--- config.mk ---
export PLATFORM = sky130hd
export DESIGN_NAME = selector_campo
export DESIGN_NICKNAME = d
export VERILOG_FILES = /design/src/rtl/selector_campo.sv
export SDC_FILE = /design/constraint.sdc
export NUM_CORES = 1
export LEC_CHECK = 0
export ABC_AREA = 0
export BUFFER_PORTS_ARGS = -buffer_cell sky130_fd_sc_hd__buf_2
export CAP_MARGIN = 15
export CELL_PAD_IN_SITES_DETAIL_PLACEMENT = 2
export CELL_PAD_IN_SITES_GLOBAL_PLACEMENT = 2
export CORE_UTILIZATION = 42
export DETAILED_ROUTE_END_ITERATION = 8
export PLACE_DENSITY_LB_ADDON = 0.1
export SLEW_MARGIN = 10
export SYNTH_ARGS = -nofsm -noshare
export SYNTH_HDL_FRONTEND = slang
export SYNTH_SLANG_ARGS = --single-unit
export TNS_END_PERCENT = 1
--- constraint.sdc ---
create_clock -name clk_i -period 2.9 [get_ports clk_i]
set_input_delay 0.29 -clock clk_i [delete_from_list [all_inputs] [get_ports clk_i]]
set_output_delay 0.29 -clock clk_i [all_outputs]
set_load 0.05 [all_outputs]
--- src/rtl/selector_campo.sv ---
// Field selector: debounced buttons drive an IDLE/EDIT FSM and a fixed-width increment pulse.
// Optional macro AUTOREPEAT_EN adds hold-to-repeat on btn_arriba.
module selector_campo #(
  parameter int DEB_CYCLES    = 16,
  parameter int PULSE_CYCLES  = 8,
  parameter int HOLD_CYCLES   = 64,
  parameter int REPEAT_CYCLES = 32
) (
  input  logic       clk_i,
  input  logic       rst_i,
  input  logic       btn_enter,
  input  logic       btn_der,
  input  logic       btn_izq,
  input  logic       btn_arriba,
  output logic [3:0] cambio,
  output logic       aumenta,
  output logic       editando
);

  localparam int B_ENT = 0;
  localparam int B_DER = 1;
  localparam int B_IZQ = 2;
  localparam int B_ARR = 3;

  localparam int DW = $clog2(DEB_CYCLES + 1);
  localparam logic [DW-1:0] DMAX = DW'(DEB_CYCLES - 1);
  localparam int PW = $clog2(PULSE_CYCLES + 1);
  localparam logic [PW-1:0] PMAX = PW'(PULSE_CYCLES);

  typedef enum logic {IDLE, EDIT} state_t;

  logic [3:0]    w_btn;
  logic [3:0]    r_s1;
  logic [3:0]    r_s2;
  logic [3:0]    r_last;
  logic [3:0]    r_clean;
  logic [3:0]    r_cprev;
  logic [3:0]    r_arm;
  logic [DW-1:0] r_cnt [4];
  logic [3:0]    w_ev;

  state_t        r_state;
  logic [3:0]    r_cambio;
  logic [PW-1:0] r_pcnt;
  logic [3:0]    w_next_c;
  logic          w_rep;

  assign w_btn = {btn_arriba, btn_izq, btn_der, btn_enter};

  // r_arm blocks a press until the button has been accepted low once,
  // so a button held through reset never fires on release of reset.
  always_ff @(posedge clk_i) begin
    if (rst_i) begin
      r_s1    <= '0;
      r_s2    <= '0;
      r_last  <= '0;
      r_clean <= '0;
      r_cprev <= '0;
      r_arm   <= '0;
      for (int i = 0; i < 4; i++) r_cnt[i] <= '0;
    end else begin
      r_s1    <= w_btn;
      r_s2    <= r_s1;
      r_last  <= r_s2;
      r_cprev <= r_clean;
      for (int i = 0; i < 4; i++) begin
        if (r_s2[i] != r_last[i]) begin
          r_cnt[i] <= '0;
        end else if (r_cnt[i] != DMAX) begin
          r_cnt[i] <= r_cnt[i] + 1'b1;
        end else begin
          r_clean[i] <= r_last[i];
          if (!r_last[i]) r_arm[i] <= 1'b1;
        end
      end
    end
  end

  assign w_ev = r_clean & ~r_cprev & r_arm;

  always_comb begin
    w_next_c = r_cambio;
    if (w_ev[B_DER] && !w_ev[B_IZQ])
      w_next_c = (r_cambio >= 4'd9) ? 4'd1 : r_cambio + 4'd1;
    else if (w_ev[B_IZQ] && !w_ev[B_DER])
      w_next_c = (r_cambio <= 4'd1) ? 4'd9 : r_cambio - 4'd1;
  end

`ifdef AUTOREPEAT_EN
  localparam int HMAX = (HOLD_CYCLES > REPEAT_CYCLES) ? HOLD_CYCLES : REPEAT_CYCLES;
  localparam int HW = $clog2(HMAX + 1);

  logic [HW-1:0] r_hcnt;

  assign w_rep = r_clean[B_ARR] && (r_hcnt == HW'(1));

  always_ff @(posedge clk_i) begin
    if (rst_i || r_state != EDIT || !r_clean[B_ARR] || w_ev[B_ENT])
      r_hcnt <= '0;
    else if (w_ev[B_ARR])
      r_hcnt <= HW'(HOLD_CYCLES);
    else if (w_rep)
      r_hcnt <= HW'(REPEAT_CYCLES);
    else if (r_hcnt != '0)
      r_hcnt <= r_hcnt - 1'b1;
  end
`else
  localparam int unused_rep = HOLD_CYCLES + REPEAT_CYCLES;
  assign w_rep = 1'b0;
`endif

  always_ff @(posedge clk_i) begin
    if (rst_i) begin
      r_state  <= IDLE;
      r_cambio <= 4'd0;
      r_pcnt   <= '0;
    end else begin
      unique case (r_state)
        IDLE: begin
          r_pcnt <= '0;
          if (w_ev[B_ENT]) begin
            r_state  <= EDIT;
            r_cambio <= 4'd1;
          end
        end
        EDIT: begin
          if (w_ev[B_ENT]) begin
            r_state  <= IDLE;
            r_cambio <= 4'd0;
            r_pcnt   <= '0;
          end else if (w_next_c != r_cambio) begin
            r_cambio <= w_next_c;
            r_pcnt   <= '0;
          end else if ((w_ev[B_ARR] || w_rep) && r_pcnt == '0) begin
            r_pcnt <= PMAX;
          end else if (r_pcnt != '0) begin
            r_pcnt <= r_pcnt - 1'b1;
          end
        end
        default: r_state <= IDLE;
      endcase
    end
  end

  assign cambio   = r_cambio;
  assign aumenta  = |r_pcnt;
  assign editando = (r_state == EDIT);

endmodule

Word-level counts from Yosys, hierarchy flattened
Memory sizes are Yosys's and may differ from the RTL's. Index checks and enable logic that the tools add are counted.

Flip-flop bits (word level): 33. Memories kept: 1. Bits in read-only memories: 0. Output and inout port bits: 6. Word-level logic and storage cells: 132. Input port bits: 6. RAM bits: 20. Bits in latches: 0.

Memory list: r_cnt (words 4, bits a word 5, read ports 4, clocked after memory_dff 0, wr ports 4, line 39) `logic [DW-1:0] r_cnt [4];`.

Add/subtract/negate cells: 7. Equal/unequal tests: 12. Shifts and indexed selects: 0. Div/mod/pow operators: 0. Mux-type cells: 54. Reduce and logical (&&, ||, !) cells: 17. Bitwise gates (word level): 24. $mul: 0. $lt $le $gt $ge: 2.

Operators by type and width (number): two-way mux 4 bit (11); two-way mux 5 bit (8); two-way mux 1 bit (32); adder 5 x 1 -> 5 bit (second input constant) (4); inequality test 5 x 4 -> 1 bit (second input constant) (4); one-hot mux 4 bit (2 select lines) (2); NOT 1 bit (13); AND reduction 3 bit (4); AND reduction 2 bit (5); AND 4 bit (2); OR 1 bit (8); subtractor 4 x 1 -> 4 bit (second input constant) (2); inequality test 5 x 2 -> 1 bit (second input constant) (1); adder 4 x 1 -> 4 bit (second input constant) (1); greater-or-equal comparator 4 bit (second input constant) (1); <= comparator 4 x 1 -> 1 bit (second input constant) (1); logical NOT 4 bit (1); inequality test 1 bit (4); inequality test 4 bit (1); NOT 4 bit (1); nonzero test 4 bit (1); OR reduction 4 bit (1); logical AND 1 bit (3); inequality test 3 x 2 -> 1 bit (second input constant) (1); other kinds (3) (4).

Logic depth before layout (Yosys ltp)
Word-level depth: 11. Gate-level depth with buffers: 7. Gate-level depth less buffers: 7.

Worst setup path before layout
No wires, ideal clock.

Path type: reg-to-reg. Start: register r_cambio[0], in the netlist cambio[0]. End: register r_cambio[3], in the netlist cambio[3]. Setup slack: 1.032 ns. Period minus slack after synthesis: 1.868 ns. Arrival: 1.751 ns. Stages on the path, launching flop included: 8. Cell sequence: dfxtp_1 inv_1 ha_1 nor2_1 o31ai_1 a21oi_1 o21ai_1 a32o_1.

Word-level cells in the longest chain between the ends: 7. Elaborated cells between the ends (all ways): 14. Classes of those cells: add/sub (2); order compare (2); eq/ne (2); mux (7); reduce/logical (1).

RTL lines: start: declaration (line 43) `logic [3:0] r_cambio;`; start signal: assignment (line 132) `r_cambio <= w_next_c;`; subtractor 4 x 1 -> 4 bit or <= comparator 4 x 1 -> 1 bit (tied branches) (line 86) `w_next_c = (r_cambio <= 4'd1) ? 4'd9 : r_cambio - 4'd1;`; two-way mux 4 bit (line 86); two-way mux 4 bit (line 85) `else if (w_ev[B_IZQ] && !w_ev[B_DER])`; two-way mux 4 bit (line 83) `if (w_ev[B_DER] && !w_ev[B_IZQ])`; inequality test 4 bit or two-way mux 4 bit (tied branches) (line 131) `end else if (w_next_c != r_cambio) begin`; inequality test 3 x 2 -> 1 bit (no line) or two-way mux 4 bit (tied branches); AND reduction 2 bit (no line) or one-hot mux 4 bit (2 select lines) (tied branches).

Several ways; a longest one is shown, not always the timed one. The select of a mux whose other input is x is not followed. A chain may end at the register's enable or synchronous reset.

==> impl_metrics.json <==
{
  "worst_slew_pin_slew_ns": 0.617,
  "dominantRegCellSynth": "dfxtp_1",
  "syn_inst": 245,
  "die_width_um": 78.6,
  "ant_nets": 0,
  "vias": 1739,
  "power_w": 0.00132,
  "wl_per_cell_um": 14.6,
  "coreArea_mm2": 0.00557,
  "insertion_delay_ns": 0.31,
  "synth_area_mm2": 0.00247,
  "ys_seq_elements": 53,
  "arrival_ns": 2.02,
  "final_core_util": 0.482,
  "cts_buffers": 5,
  "required_ns": 3.05,
  "fin_crit_sh": 0.645,
  "cp_cell_sequence": "ha_1 > and3_1 > ha_1 > or3_1 > nor2_1",
  "avgSynthCellArea_um2": 10.1,
  "r2r_slack_ns": 1.03,
  "slew_viol_final": 0,
  "hpwlAfterDp_um": 3600,
  "cpLargestDelayFamily": "simple AND/OR/NAND/NOR gates",
  "place_ws_ns": 1.04,
  "relSlewSlack": 0.588,
  "cpMostUsedCell": "ha_1",
  "io_buffer_count": 11,
  "num_rows": 27,
  "dieArea_mm2": 0.00619,
  "synthArstFlopShare": 0,
  "critical_path_buf_inv_count": 0,
  "finalSetupViolCount": 0,
  "fmax_mhz": 535,
  "r2r-start": "r_cnt[1][0]$_SDFFCE_PN0P_",
  "cp-start-kind": "flop",
  "drtIter0Drc": 64,
  "antennaDiodeCount": 0,
  "grt_usage": 0.184,
  "critPathMaxFanout": 5,
  "min_path_cells": 2,
  "postLayoutSetupSlackWorst_ns": 1.03,
  "grt_max_degree": 40,
  "postCtsHoldBufs": 0,
  "p_leak_nw": 1.13,
  "fin_setup_tns_ns": 0,
  "gp_congestion": 0.754,
  "ctsResizeCount": 0,
  "io_pins": 12,
  "final_cell_mix": "nor2_1, dfxtp_1, edfxtp_1, nor2b_1, inv_1",
  "syn_nets": 265,
  "area_growth_pct": 8.93,
  "peakVddDrop_mv": 0.256,
  "start_util": 0.443,
  "period_minus_slack_ns": 1.87,
  "yosys_warnings": 0,
  "cp-end-kind": "flop",
  "hp-class": "primary input to flop",
  "grt_pass1_vias": 1868,
  "clockBufferDepth": 2,
  "totalWireLength_um": 4850,
  "cts_tree": "done",
  "holdPathEnd": "r_s1[0]$_SDFF_PP0_",
  "synth-edff-count": 20,
  "power.density_mw_per_mm2": 492,
  "netlist-cell-type-count": 44,
  "hold_start": "btn_enter",
  "path_clk_slew_ns": 0.10,
  "ys_seq_area_frac": 0.511,
  "root_buffer": "clkbuf_8",
  "drc": 0,
  "skew_ns": 0.0101,
  "r2r_end": "r_cnt[1][1]$_SDFFCE_PN0P_",
  "finish.net_count": 278,
  "worst-setup-path-type": "flop to flop",
  "rr_worst_depth": 5,
  "slowest_delay_ns": 0.45,
  "hold_viol": 0,
  "die_h_um": 78.6,
  "grt_first_pass_wirelength_um": 8760,
  "cp_slowest_cell": "or3_1",
  "clkSinkCount": 53,
  "grt-ovfl-total": 0,
  "maxCapViolCount": 0,
  "layout-drive-gt1-share": 0.0965,
  "routed_via_density": 5.25,
  "first_pass_iters": 4,
  "cts_setup_buffers": 0,
  "htreeDepth": 2,
  "rsz0062_at_grt": "no",
  "antenna_found_initial": 0,
  "status": "complete, no violations",
  "final_common_cell": "nor2_1"
}
==> final cells by class <==
class | instances | area (um^2)
clock buffer | 7 | 86.3
clock inverter | 1 | 7.51
fill | 614 | 2890
inverter | 16 | 60.1
multi-input combinational | 171 | 1130
sequential | 53 | 1260
tap | 72 | 90.1
timing repair buffer | 11 | 55.1
==> per-stage QoR <==
step | hold slack, ns | area, um^2 | instances
floorplan | 0.414 | 2470 | 245
global placement | 0.415 | 2590 | 323
detailed placement | 0.429 | 2590 | 323
CTS | 0.172 | 2690 | 331
global route | 0.182 | 2690 | 331
finish | 0.183 | 2690 | 331
==> cells by family after synthesis <==
logic type                 Yosys count  synth area share
DFF                                 53             0.511
muxes                                1           0.00406
buffers and inverters               21            0.0319
xor gates and xnor gates            14            0.0497
adders and majority gates           14            0.0710
and+or+nand+nor                    112             0.234
AOI/OAI and AO/OA                   30            0.0984
==> sequential cells by signal, indices dropped and copies added, names as in the netlist, 4 cells and up <==
signal	flops
r_s1	4
r_cprev	4
r_s2	4
r_pcnt	4
cambio	4
r_last	4
r_arm	4
r_cnt	20
r_clean	4
==> synthesized netlist by cell type (2+ instances only) <==
library cell	count	area (um^2)
nor2_1	46	173
dfxtp_1	33	661
edfxtp_1	20	601
nor2b_1	17	106
inv_1	16	60.1
ha_1	14	175
nand2_1	11	41.3
xor2_1	9	78.8
nor3_1	7	35.0
a22oi_1	6	45.0
nand3_1	6	30.0
clkbuf_1	5	18.8
or3_1	5	31.3
xnor2_1	5	43.8
a21o_1	4	30.0
and3_1	4	25.0
nand2b_1	4	25.0
a21oi_1	3	15.0
a2bb2oi_1	2	17.5
a31oi_1	2	12.5
nand3b_1	2	15.0
o22ai_1	2	12.5
==> worst max path at each step <==
stage | startpoint | endpoint | slack (ns) | cells past startpoint
2_1_floorplan | cambio[0]$_SDFFE_PP0P_ | cambio[3]$_SDFFE_PP0P_ | 1.03 | 7
3_3_place_gp | r_cnt[0][0]$_SDFFCE_PN0P_ | r_cnt[0][3]$_SDFFCE_PN0P_ | 1.14 | 5
3_5_place_dp | r_cnt[1][0]$_SDFFCE_PN0P_ | r_cnt[1][1]$_SDFFCE_PN0P_ | 1.04 | 5
4_1_cts | r_cnt[1][0]$_SDFFCE_PN0P_ | r_cnt[1][1]$_SDFFCE_PN0P_ | 1.0 | 5
5_1_grt | r_cnt[1][0]$_SDFFCE_PN0P_ | r_cnt[1][1]$_SDFFCE_PN0P_ | 0.89 | 5
6_report | r_cnt[1][0]$_SDFFCE_PN0P_ | r_cnt[1][1]$_SDFFCE_PN0P_ | 1.03 | 5
==> power breakdown <==
group / switching [W] / internal [W] / leakage (nW) / total (W)
registers: 0.0000177 / 0.000793 / 0.509 / 0.000810
logic: 0.0000449 / 0.0000304 / 0.579 / 0.0000753
clock network: 0.000241 / 0.000195 / 0.0445 / 0.000435
total: 0.000304 / 0.00102 / 1.13 / 0.00132
==> layer usage <==
layer / share of wire / vias to the layer above / global-route usage
met5: 0 / - / 0
met4: 0.017 / 0 / 0.0667
met3: 0.025 / 5 / 0.0349
met2: 0.50 / 23 / 0.315
met1: 0.46 / 844 / 0.229
li1: - / 867 / -
Power figures use the tool's default switching activity.
